$ cat config.mk
export PLATFORM = sky130hd
export DESIGN_NAME = pipeline_hazard_ctrl_flat
export DESIGN_NICKNAME = d
export VERILOG_FILES = /design/src/rtl/pipeline_hazard_ctrl_if.sv /design/src/rtl/pipeline_hazard_ctrl.sv /design/src/flat_wrapper.sv
export SDC_FILE = /design/constraint.sdc
export NUM_CORES = 1
export LEC_CHECK = 0
export CAP_MARGIN = 25
export CORE_MARGIN = 10
export CORE_UTILIZATION = 49
export CTS_CLUSTER_DIAMETER = 50
export DETAILED_ROUTE_END_ITERATION = 10
export MAX_ROUTING_LAYER = met4
export PLACE_DENSITY = 0.8
export SLEW_MARGIN = 40
export SYNTH_ARGS = -nofsm -noshare
export SYNTH_HDL_FRONTEND = slang
export SYNTH_SLANG_ARGS = --single-unit
$ cat constraint.sdc
create_clock -name clk -period 4 [get_ports clk]
set_clock_uncertainty 0.15 [all_clocks]
set_input_delay 1 -clock clk [delete_from_list [all_inputs] [get_ports clk]]
set_output_delay 1 -clock clk [all_outputs]
set_load 0.01 [all_outputs]
$ cat src/rtl/pipeline_hazard_ctrl_if.sv
// Bundle of signals between the MIPS pipeline and its hazard controller.
// The pipeline (master) drives the ID/EX observations; the controller (slave) drives the enables.
interface pipeline_hazard_ctrl_if #(
  parameter int CNT_W = 16
);
  logic [4:0]       id_instr_rs;
  logic [4:0]       id_instr_rt;
  logic             id_uses_rt;
  logic             id_is_md;
  logic             id_reads_hilo;
  logic             id_ex_mem_read;
  logic [4:0]       id_ex_write_reg_addr;
  logic             ex_branch_taken;
  logic             cnt_clear;
  logic             pc_write;
  logic             if_id_write;
  logic             if_id_flush;
  logic             id_ex_bubble;
  logic             md_busy;
  logic             md_done;
  logic [CNT_W-1:0] stall_cycles;
  logic [CNT_W-1:0] flush_cycles;

  modport master (
    output id_instr_rs, id_instr_rt, id_uses_rt, id_is_md, id_reads_hilo,
           id_ex_mem_read, id_ex_write_reg_addr, ex_branch_taken, cnt_clear,
    input  pc_write, if_id_write, if_id_flush, id_ex_bubble, md_busy, md_done,
           stall_cycles, flush_cycles
  );

  modport slave (
    input  id_instr_rs, id_instr_rt, id_uses_rt, id_is_md, id_reads_hilo,
           id_ex_mem_read, id_ex_write_reg_addr, ex_branch_taken, cnt_clear,
    output pc_write, if_id_write, if_id_flush, id_ex_bubble, md_busy, md_done,
           stall_cycles, flush_cycles
  );
endinterface

$ cat src/rtl/pipeline_hazard_ctrl.sv
// Hazard controller for the 5-stage MIPS core: load-use stall, branch flush,
// multiply/divide busy sequencing and saturating stall/flush counters.
module pipeline_hazard_ctrl #(
  parameter int MD_CYCLES = 8,
  parameter int CNT_W     = 16
) (
  input logic                   clk,
  input logic                   rst_n,
  pipeline_hazard_ctrl_if.slave bus
);

  typedef enum logic {
    S_IDLE = 1'b0,
    S_BUSY = 1'b1
  } md_state_e;

  localparam logic [7:0]       MD_LOAD = 8'(MD_CYCLES - 1);
  localparam logic [CNT_W-1:0] CNT_ONE = CNT_W'(1);

  md_state_e        r_state;
  md_state_e        w_state_nxt;
  logic [7:0]       r_md_cnt;
  logic [7:0]       w_md_cnt_nxt;
  logic [CNT_W-1:0] r_stall_cnt;
  logic [CNT_W-1:0] r_flush_cnt;

  logic w_md_busy;
  logic w_load_use;
  logic w_md_hazard;
  logic w_stall;
  logic w_flush;
  logic w_md_issue;

  assign w_md_busy = (r_state == S_BUSY);
  assign w_flush   = bus.ex_branch_taken;

  // $0 is hard-wired to zero, so a load targeting it can never create a dependency.
  assign w_load_use = bus.id_ex_mem_read && (bus.id_ex_write_reg_addr != 5'd0) &&
                      ((bus.id_ex_write_reg_addr == bus.id_instr_rs) ||
                       (bus.id_uses_rt && (bus.id_ex_write_reg_addr == bus.id_instr_rt)));

  assign w_md_hazard = w_md_busy && (bus.id_is_md || bus.id_reads_hilo);
  assign w_stall     = (w_load_use || w_md_hazard) && !w_flush;
  assign w_md_issue  = bus.id_is_md && !w_md_busy && !w_flush && !w_load_use;

  // Flush wins over stall: wrong-path instructions are squashed, so their hazards are moot.
  assign bus.pc_write     = !w_stall;
  assign bus.if_id_write  = !w_stall;
  assign bus.if_id_flush  = w_flush;
  assign bus.id_ex_bubble = w_flush || w_stall;

  assign bus.md_busy      = w_md_busy;
  assign bus.md_done      = w_md_busy && (r_md_cnt == 8'd0);
  assign bus.stall_cycles = r_stall_cnt;
  assign bus.flush_cycles = r_flush_cnt;

  // NOTE: every always_comb output gets a default first, so no path leaves it unassigned and no latch is inferred.
  always_comb begin
    w_state_nxt  = r_state;
    w_md_cnt_nxt = r_md_cnt;
    unique case (r_state)
      S_IDLE: begin
        if (w_md_issue) begin
          w_state_nxt  = S_BUSY;
          w_md_cnt_nxt = MD_LOAD;
        end
      end
      S_BUSY: begin
        // A taken branch does not abort the unit; the operation is already in flight.
        if (r_md_cnt == 8'd0) begin
          w_state_nxt = S_IDLE;
        end else begin
          w_md_cnt_nxt = r_md_cnt - 8'd1;
        end
      end
      default: begin
        w_state_nxt  = S_IDLE;
        w_md_cnt_nxt = 8'd0;
      end
    endcase
  end

  // NOTE: sequential state uses non-blocking assignments so every flop samples pre-edge values.
  always_ff @(posedge clk or negedge rst_n) begin
    if (!rst_n) begin
      r_state  <= S_IDLE;
      r_md_cnt <= 8'd0;
    end else begin
      r_state  <= w_state_nxt;
      r_md_cnt <= w_md_cnt_nxt;
    end
  end

  // Counters stick at all-ones; clear takes priority over counting.
  always_ff @(posedge clk or negedge rst_n) begin
    if (!rst_n) begin
      r_stall_cnt <= '0;
      r_flush_cnt <= '0;
    end else if (bus.cnt_clear) begin
      r_stall_cnt <= '0;
      r_flush_cnt <= '0;
    end else begin
      if (w_stall && !(&r_stall_cnt)) r_stall_cnt <= r_stall_cnt + CNT_ONE;
      if (w_flush && !(&r_flush_cnt)) r_flush_cnt <= r_flush_cnt + CNT_ONE;
    end
  end

endmodule

$ cat src/flat_wrapper.sv
// flat-port wrapper written by rule: the top's interface ports become plain ports
module pipeline_hazard_ctrl_flat 
#(
  parameter int MD_CYCLES = 8,
  parameter int CNT_W     = 16
)
  (clk, rst_n, bus_id_instr_rs, bus_id_instr_rt, bus_id_uses_rt, bus_id_is_md, bus_id_reads_hilo, bus_id_ex_mem_read, bus_id_ex_write_reg_addr, bus_ex_branch_taken, bus_cnt_clear, bus_pc_write, bus_if_id_write, bus_if_id_flush, bus_id_ex_bubble, bus_md_busy, bus_md_done, bus_stall_cycles, bus_flush_cycles);
  pipeline_hazard_ctrl_if #(.CNT_W(CNT_W)) bus_i ();
  input logic clk;
  input logic rst_n;
  input wire logic [$bits(bus_i.id_instr_rs)-1:0] bus_id_instr_rs;
  input wire logic [$bits(bus_i.id_instr_rt)-1:0] bus_id_instr_rt;
  input wire logic [$bits(bus_i.id_uses_rt)-1:0] bus_id_uses_rt;
  input wire logic [$bits(bus_i.id_is_md)-1:0] bus_id_is_md;
  input wire logic [$bits(bus_i.id_reads_hilo)-1:0] bus_id_reads_hilo;
  input wire logic [$bits(bus_i.id_ex_mem_read)-1:0] bus_id_ex_mem_read;
  input wire logic [$bits(bus_i.id_ex_write_reg_addr)-1:0] bus_id_ex_write_reg_addr;
  input wire logic [$bits(bus_i.ex_branch_taken)-1:0] bus_ex_branch_taken;
  input wire logic [$bits(bus_i.cnt_clear)-1:0] bus_cnt_clear;
  output wire logic [$bits(bus_i.pc_write)-1:0] bus_pc_write;
  output wire logic [$bits(bus_i.if_id_write)-1:0] bus_if_id_write;
  output wire logic [$bits(bus_i.if_id_flush)-1:0] bus_if_id_flush;
  output wire logic [$bits(bus_i.id_ex_bubble)-1:0] bus_id_ex_bubble;
  output wire logic [$bits(bus_i.md_busy)-1:0] bus_md_busy;
  output wire logic [$bits(bus_i.md_done)-1:0] bus_md_done;
  output wire logic [$bits(bus_i.stall_cycles)-1:0] bus_stall_cycles;
  output wire logic [$bits(bus_i.flush_cycles)-1:0] bus_flush_cycles;
  assign bus_i.id_instr_rs = bus_id_instr_rs;
  assign bus_i.id_instr_rt = bus_id_instr_rt;
  assign bus_i.id_uses_rt = bus_id_uses_rt;
  assign bus_i.id_is_md = bus_id_is_md;
  assign bus_i.id_reads_hilo = bus_id_reads_hilo;
  assign bus_i.id_ex_mem_read = bus_id_ex_mem_read;
  assign bus_i.id_ex_write_reg_addr = bus_id_ex_write_reg_addr;
  assign bus_i.ex_branch_taken = bus_ex_branch_taken;
  assign bus_i.cnt_clear = bus_cnt_clear;
  assign bus_pc_write = bus_i.pc_write;
  assign bus_if_id_write = bus_i.if_id_write;
  assign bus_if_id_flush = bus_i.if_id_flush;
  assign bus_id_ex_bubble = bus_i.id_ex_bubble;
  assign bus_md_busy = bus_i.md_busy;
  assign bus_md_done = bus_i.md_done;
  assign bus_stall_cycles = bus_i.stall_cycles;
  assign bus_flush_cycles = bus_i.flush_cycles;
  pipeline_hazard_ctrl #(.MD_CYCLES(MD_CYCLES), .CNT_W(CNT_W)) u_core (.clk(clk), .rst_n(rst_n), .bus(bus_i));
endmodule
# Word level (Yosys, flattened, before mapping)
# Index checks and enable logic that the tools add are counted.
dict set report word_totals {
  register_bits 41
}
dict set report op_classes {
  eq_ne 4
  bitwise 1
  addsub 3
  muxes 10
  n_reduce_logical 28
}
# operator n
set op_table {}
lappend op_table {{16-bit 2-to-1 mux} 4}
lappend op_table {{16-bit by 1-bit adder with 16-bit output (second input constant)} 2}
lappend op_table {{16-bit AND reduction} 2}
lappend op_table {{8-bit 2-to-1 mux} 2}
lappend op_table {{8-bit one-hot mux with 2 select lines} 1}
lappend op_table {{1-bit logical AND} 11}
lappend op_table {{5-bit == test} 2}
lappend op_table {{8-bit zero test} 1}
lappend op_table {{8-bit by 1-bit subtractor with 8-bit output (second input constant)} 1}
lappend op_table {{1-bit zero test} 6}
lappend op_table {{5-bit nonzero test} 1}
lappend op_table {{1-bit logical OR} 4}
lappend op_table {{2-bit nonzero test} 2}
lappend op_table {{1-bit 2-to-1 mux} 2}
lappend op_table {{2-bit by 1-bit != test with 1-bit output (second input constant)} 1}
lappend op_table {{2-bit != test (second input constant)} 1}
lappend op_table {{1-bit one-hot mux with 2 select lines} 1}
lappend op_table {{2-bit AND reduction} 1}
lappend op_table {{1-bit NOT} 1}

# Longest topological paths before layout
dict set report depth {
  word_depth 9
  ltp_mapped 9
  depth_no_buf 8
}

# Worst setup path after synthesis
# Ideal clock, no wire load.
dict set report synth_path {
  path_kind {input -> output}
  from {in bus_id_ex_write_reg_addr[0]}
  to {out bus_pc_write}
  arrival_ps 2493
  slack_ps 357
  n_path_buf 3
  stages 8
  cell_sequence {or4_1 o21a_1 and2_0 a21o_1 inv_2 buf_6 buf_6 buf_4}
}
dict set report synth_via {
  elab_chain_len 7
}
# item line_no
set synth_lines {}
lappend synth_lines {{start: declaration} flat_wrapper.sv:17} ;# input wire logic [$bits(bus_i.id_ex_write_reg_addr)-1:0] bus_id_ex_write_reg_addr;
lappend synth_lines {{5-bit == test} pipeline_hazard_ctrl.sv:40} ;# (bus.id_uses_rt && (bus.id_ex_write_reg_addr == bus.id_instr_rt)));
lappend synth_lines {{1-bit logical AND} pipeline_hazard_ctrl.sv:40}
lappend synth_lines {{1-bit logical OR} pipeline_hazard_ctrl.sv:39} ;# ((bus.id_ex_write_reg_addr == bus.id_instr_rs) ||
lappend synth_lines {{1-bit logical AND *} pipeline_hazard_ctrl.sv:38} ;# assign w_load_use = bus.id_ex_mem_read && (bus.id_ex_write_reg_addr != 5'd0) &&
lappend synth_lines {{1-bit logical OR *} pipeline_hazard_ctrl.sv:43} ;# assign w_stall = (w_load_use || w_md_hazard) && !w_flush;
lappend synth_lines {{1-bit logical AND *} pipeline_hazard_ctrl.sv:43}
lappend synth_lines {{1-bit zero test *} -}
lappend synth_lines {{end: declaration} flat_wrapper.sv:20} ;# output wire logic [$bits(bus_i.pc_write)-1:0] bus_pc_write;
# Mark *: on every way between the ends. The rest lies on a longest branch, timed or not.

# Worst setup path in the final report
dict set report layout_path {
  from {in bus_id_ex_write_reg_addr[0]}
  to {out bus_if_id_write}
}
dict set report layout_via {
  elab_chain_len 7
}
# item line_no
set layout_lines {}
lappend layout_lines {{5-bit == test} pipeline_hazard_ctrl.sv:40}
lappend layout_lines {{1-bit logical AND} pipeline_hazard_ctrl.sv:40}
lappend layout_lines {{1-bit logical OR} pipeline_hazard_ctrl.sv:39}
lappend layout_lines {{1-bit logical AND *} pipeline_hazard_ctrl.sv:38}
lappend layout_lines {{1-bit logical OR *} pipeline_hazard_ctrl.sv:43}
lappend layout_lines {{1-bit logical AND *} pipeline_hazard_ctrl.sv:43}
lappend layout_lines {{1-bit zero test *} pipeline_hazard_ctrl.sv:48} ;# assign bus.if_id_write = !w_stall;
lappend layout_lines {{end: declaration} flat_wrapper.sv:21} ;# output wire logic [$bits(bus_i.if_id_write)-1:0] bus_if_id_write;
# Marked as above.

==> key figures <==
Route
  • Vias: 2141
  • Drt wl/cell: ~16 um
  • WL final: 6.07 mm
  • DRC: 0
  • DR pass1 iterations: 4
  • DR vias/cell: around 5.7
  • DRT antenna net count: 0
  • Initial DRC Count: 107

Die
  • Die height: approximately 90 um
  • I/O pin total: 61
  • Width of the die: slightly below 90 um
  • Core ar.: roughly 0.0047 mm2
  • Row count: 25
  • Die area: just under 0.008 mm2
  • Initial Util: 50.0%

Power
  • Clock Power Share: a little over 30%
  • Internal power: around 0.8 mW
  • Sw frac: between 20% and 30%
  • Cell leakage power: 1.25 nW
  • Register share of total power: about 45%
  • VDD IR max: 0.000242 V
  • Sw Pwr: ~0.34 mW
  • Pwr Density: around 360 mW/mm2
  • Comb pwr share: between 20% and 30%

CTS
  • Worst-Skew Late Latency: ~0.3 ns
  • CTS Hold Bufs: 0
  • Clock root cell: clkbuf_8
  • TritonCTS buffer count: 5
  • CTS tree: done
  • Clk pin slew, worst setup/hold paths: 0.07 ns
  • H-tree depth: 2
  • CTS Buffer Depth: 2
  • Clk sinks: 41

Final layout
  • # diodes: 0
  • Final Cell Area: about 0.0031 mm2
  • Area Overhead vs Synth: 34.5%
  • Final nets: approximately 350
  • Share of post-route cells with drive strength above 1: 8.70%
  • Final Instance Count excl. Fillers: around 380

Timing
  • Worst Max-Slew Pin Slew: around 0.69 ns
  • RSZ-0062 raised after global routing: no
  • Final hold vios: 0
  • Final period utilization: a little over nine tenths
  • Rel. slew slack: about 54%
  • Final slew viol count: 0
  • Min cycle time layout: slightly below 4 ns
  • Peak Freq: between 200 and 300 MHz
  • Setup Viol. Count Final: 0

Run status
  • Status: completed

Yosys
  • Synth Register Bits: around 40
  • Main synth FF type: dfrtp_1
  • Synth top cells by count: dfrtp_1, nor2_1, nand3_1
  • Yosys top cell area share: about 44%
  • Synth area leader: dfrtp_1
  • Post-Syn Instances: between 200 and 300
  • Synthesized Nets: 278
  • Top cells by area, synth: dfrtp_1, xnor2_1, xor2_1, nor2_1, nand3_1
  • Sequential-to-total area share from yosys stat: 44.0%
  • EDFF count, synth: 0
  • Most numerous cell in the Yosys netlist: dfrtp_1
  • Unique masters post-synth: between 40 and 50
  • Syn Area/Cell: 9.25 um2
  • Mapped Area: between 0.002 and 0.0025 mm2
  • Ys async rst share: 100%
  • Ys Warns: 0

Job
  • Total of max-cap violations: 0

Placed design
  • Routability Congestion: approximately 0.93
  • Placed Area: ~0.0030 mm2
  • Port-buffer cells: 60
  • Post-detailed-placement half-perimeter wirelength: approximately 4.5 mm
  • Placed insts: roughly 370

GRT
  • Number of global-route vias before repair: 2137
  • Maximum number of pins on one net before global-route repair: 42
  • GR Overflow Total: 0
  • Antenna violations before repair: 0
  • Global-route wire length before repair: approximately 10 mm
  • GR Util All Layers: 16.8%

Setup path
  • CP max FO: 5
  • Data arrival, critical path: ~2.8 ns
  • CP Launch Type: input pin
  • Critical Path RT: 2.85 ns
  • R2R cell count: 6
  • Crit. End Element: output pin
  • Crit path kind: in -> out

Hold path
  • Worst min path class: reg -> reg
  • Hold path cells: 1
## final cells by class
class                      instances  area [um2]
clock inverter                     1        30.0
clock buffer                       7        86.3
tap                               54        67.6
multi-input combinational        190        1200
inverter                          10        37.5
fill                             380        1530
sequential                        41        1030
timing repair buffer              73         684
## repair_timing
action,in CTS,in global routing
resized for setup,7,2
setup buffers,0,1
setup endpoints to repair,3,2
hold endpoints to repair,0,0
## power by group through the flow
| stage | sequential, mW | combinational [mW] | clock (mW) |
|---|---|---|---|
| 5_1_grt | 0.522 | 0.311 | 0.376 |
| 3_5_place_dp | 0.518 | 0.278 | 0 |
| 6_report | 0.511 | 0.274 | 0.351 |
| 3_3_place_gp | 0.516 | 0.268 | 0 |
| 2_1_floorplan | 0.512 | 0.169 | 0 |
| 4_1_cts | 0.511 | 0.278 | 0.356 |
## stage by stage
stage | setup WS (ns) | hold WS [ns] | TNS (ns) | util, % | power, mW
5_1_grt | 0.0200 | 0.379 | 0 | 67.3 | 1.21
3_3_place_gp | -0.304 | 0.336 | -0.686 | 64.8 | 0.784
3_5_place_dp | -0.305 | 0.345 | -0.674 | 64.9 | 0.796
2_1_floorplan | 0.357 | 0.318 | 0 | - | 0.682
4_1_cts | -0.00330 | 0.355 | -0.00330 | 67.4 | 1.14
6_report | 0.0975 | 0.353 | 0 | 67.3 | 1.14
## registers in the layout, indices dropped and copies added (netlist names)
signal	flops
u_core.bus.flush_cycles	16
u_core.bus.md_busy	1
u_core.bus.stall_cycles	16
u_core.r_md_cnt	8
## kinds of logic (layout without fill, tap and decap cells)
family	after synthesis	after routing	share of synthesized area [%]
mux	3	3	1.40
xor+xnor	28	28	10.5
buf+inv	21	91	4.45
simple gates	112	112	25.2
compound gates	44	44	12.8
flops	41	41	44.0
fa+ha+maj	3	3	1.61
## path summary, 6_finish.rpt
kind	slack, ns	from	end
worst min-delay path	0.35	u_core.r_md_cnt[0]	u_core.r_md_cnt[0]
worst max-delay path	0.1	bus_id_ex_write_reg_addr[0]	bus_if_id_write
worst max register to register	1.69	u_core.bus.stall_cycles[2]	u_core.bus.stall_cycles[9]
min in group asynchronous	0.52	rst_n	u_core.bus.flush_cycles[5]
worst min register to register	0.35	u_core.r_md_cnt[0]	u_core.r_md_cnt[0]
max in group asynchronous	2.82	rst_n	u_core.r_md_cnt[1]
## metal layers
layer  vias to the layer above  global-route usage [%]  wire (um)
li1                       1038                       -          -
met1                      1042                    19.9       2500
met2                        50                    27.5       3190
met3                        11                    3.92        292
met4                         0                    6.07         93
met5                         -                       -          0
## cells in the final DEF, fill, tap and decap left out, types with 2 or more instances in the layout
master,Yosys,layout
clkdlybuf4s50_1,0,56
nand4_1,5,5
or4_1,12,12
and3_1,6,6
mux2_1,2,2
nor2b_1,3,3
nand2_1,15,15
nand2b_1,2,2
buf_2,2,2
a21oi_1,18,18
a211oi_1,3,3
buf_4,2,14
inv_1,9,9
o21ai_0,5,5
o31ai_1,10,10
xor2_1,14,14
or3_1,4,4
dfrtp_1,41,41
xnor2_1,14,14
and4_1,3,3
nor3_1,6,6
nor2_1,28,27
nor4_1,4,4
clkbuf_8,0,6
nand3_1,20,20
ha_1,3,3
## worst max-delay path, cell delays in order
cell,delay (ns)
clkdlybuf4s50_1,0.42
or4_1,0.52
o21a_1,0.20
and2_0,0.15
a21o_1,0.20
inv_2,0.10
buf_2,0.15
(Power assumes the default switching activity.)
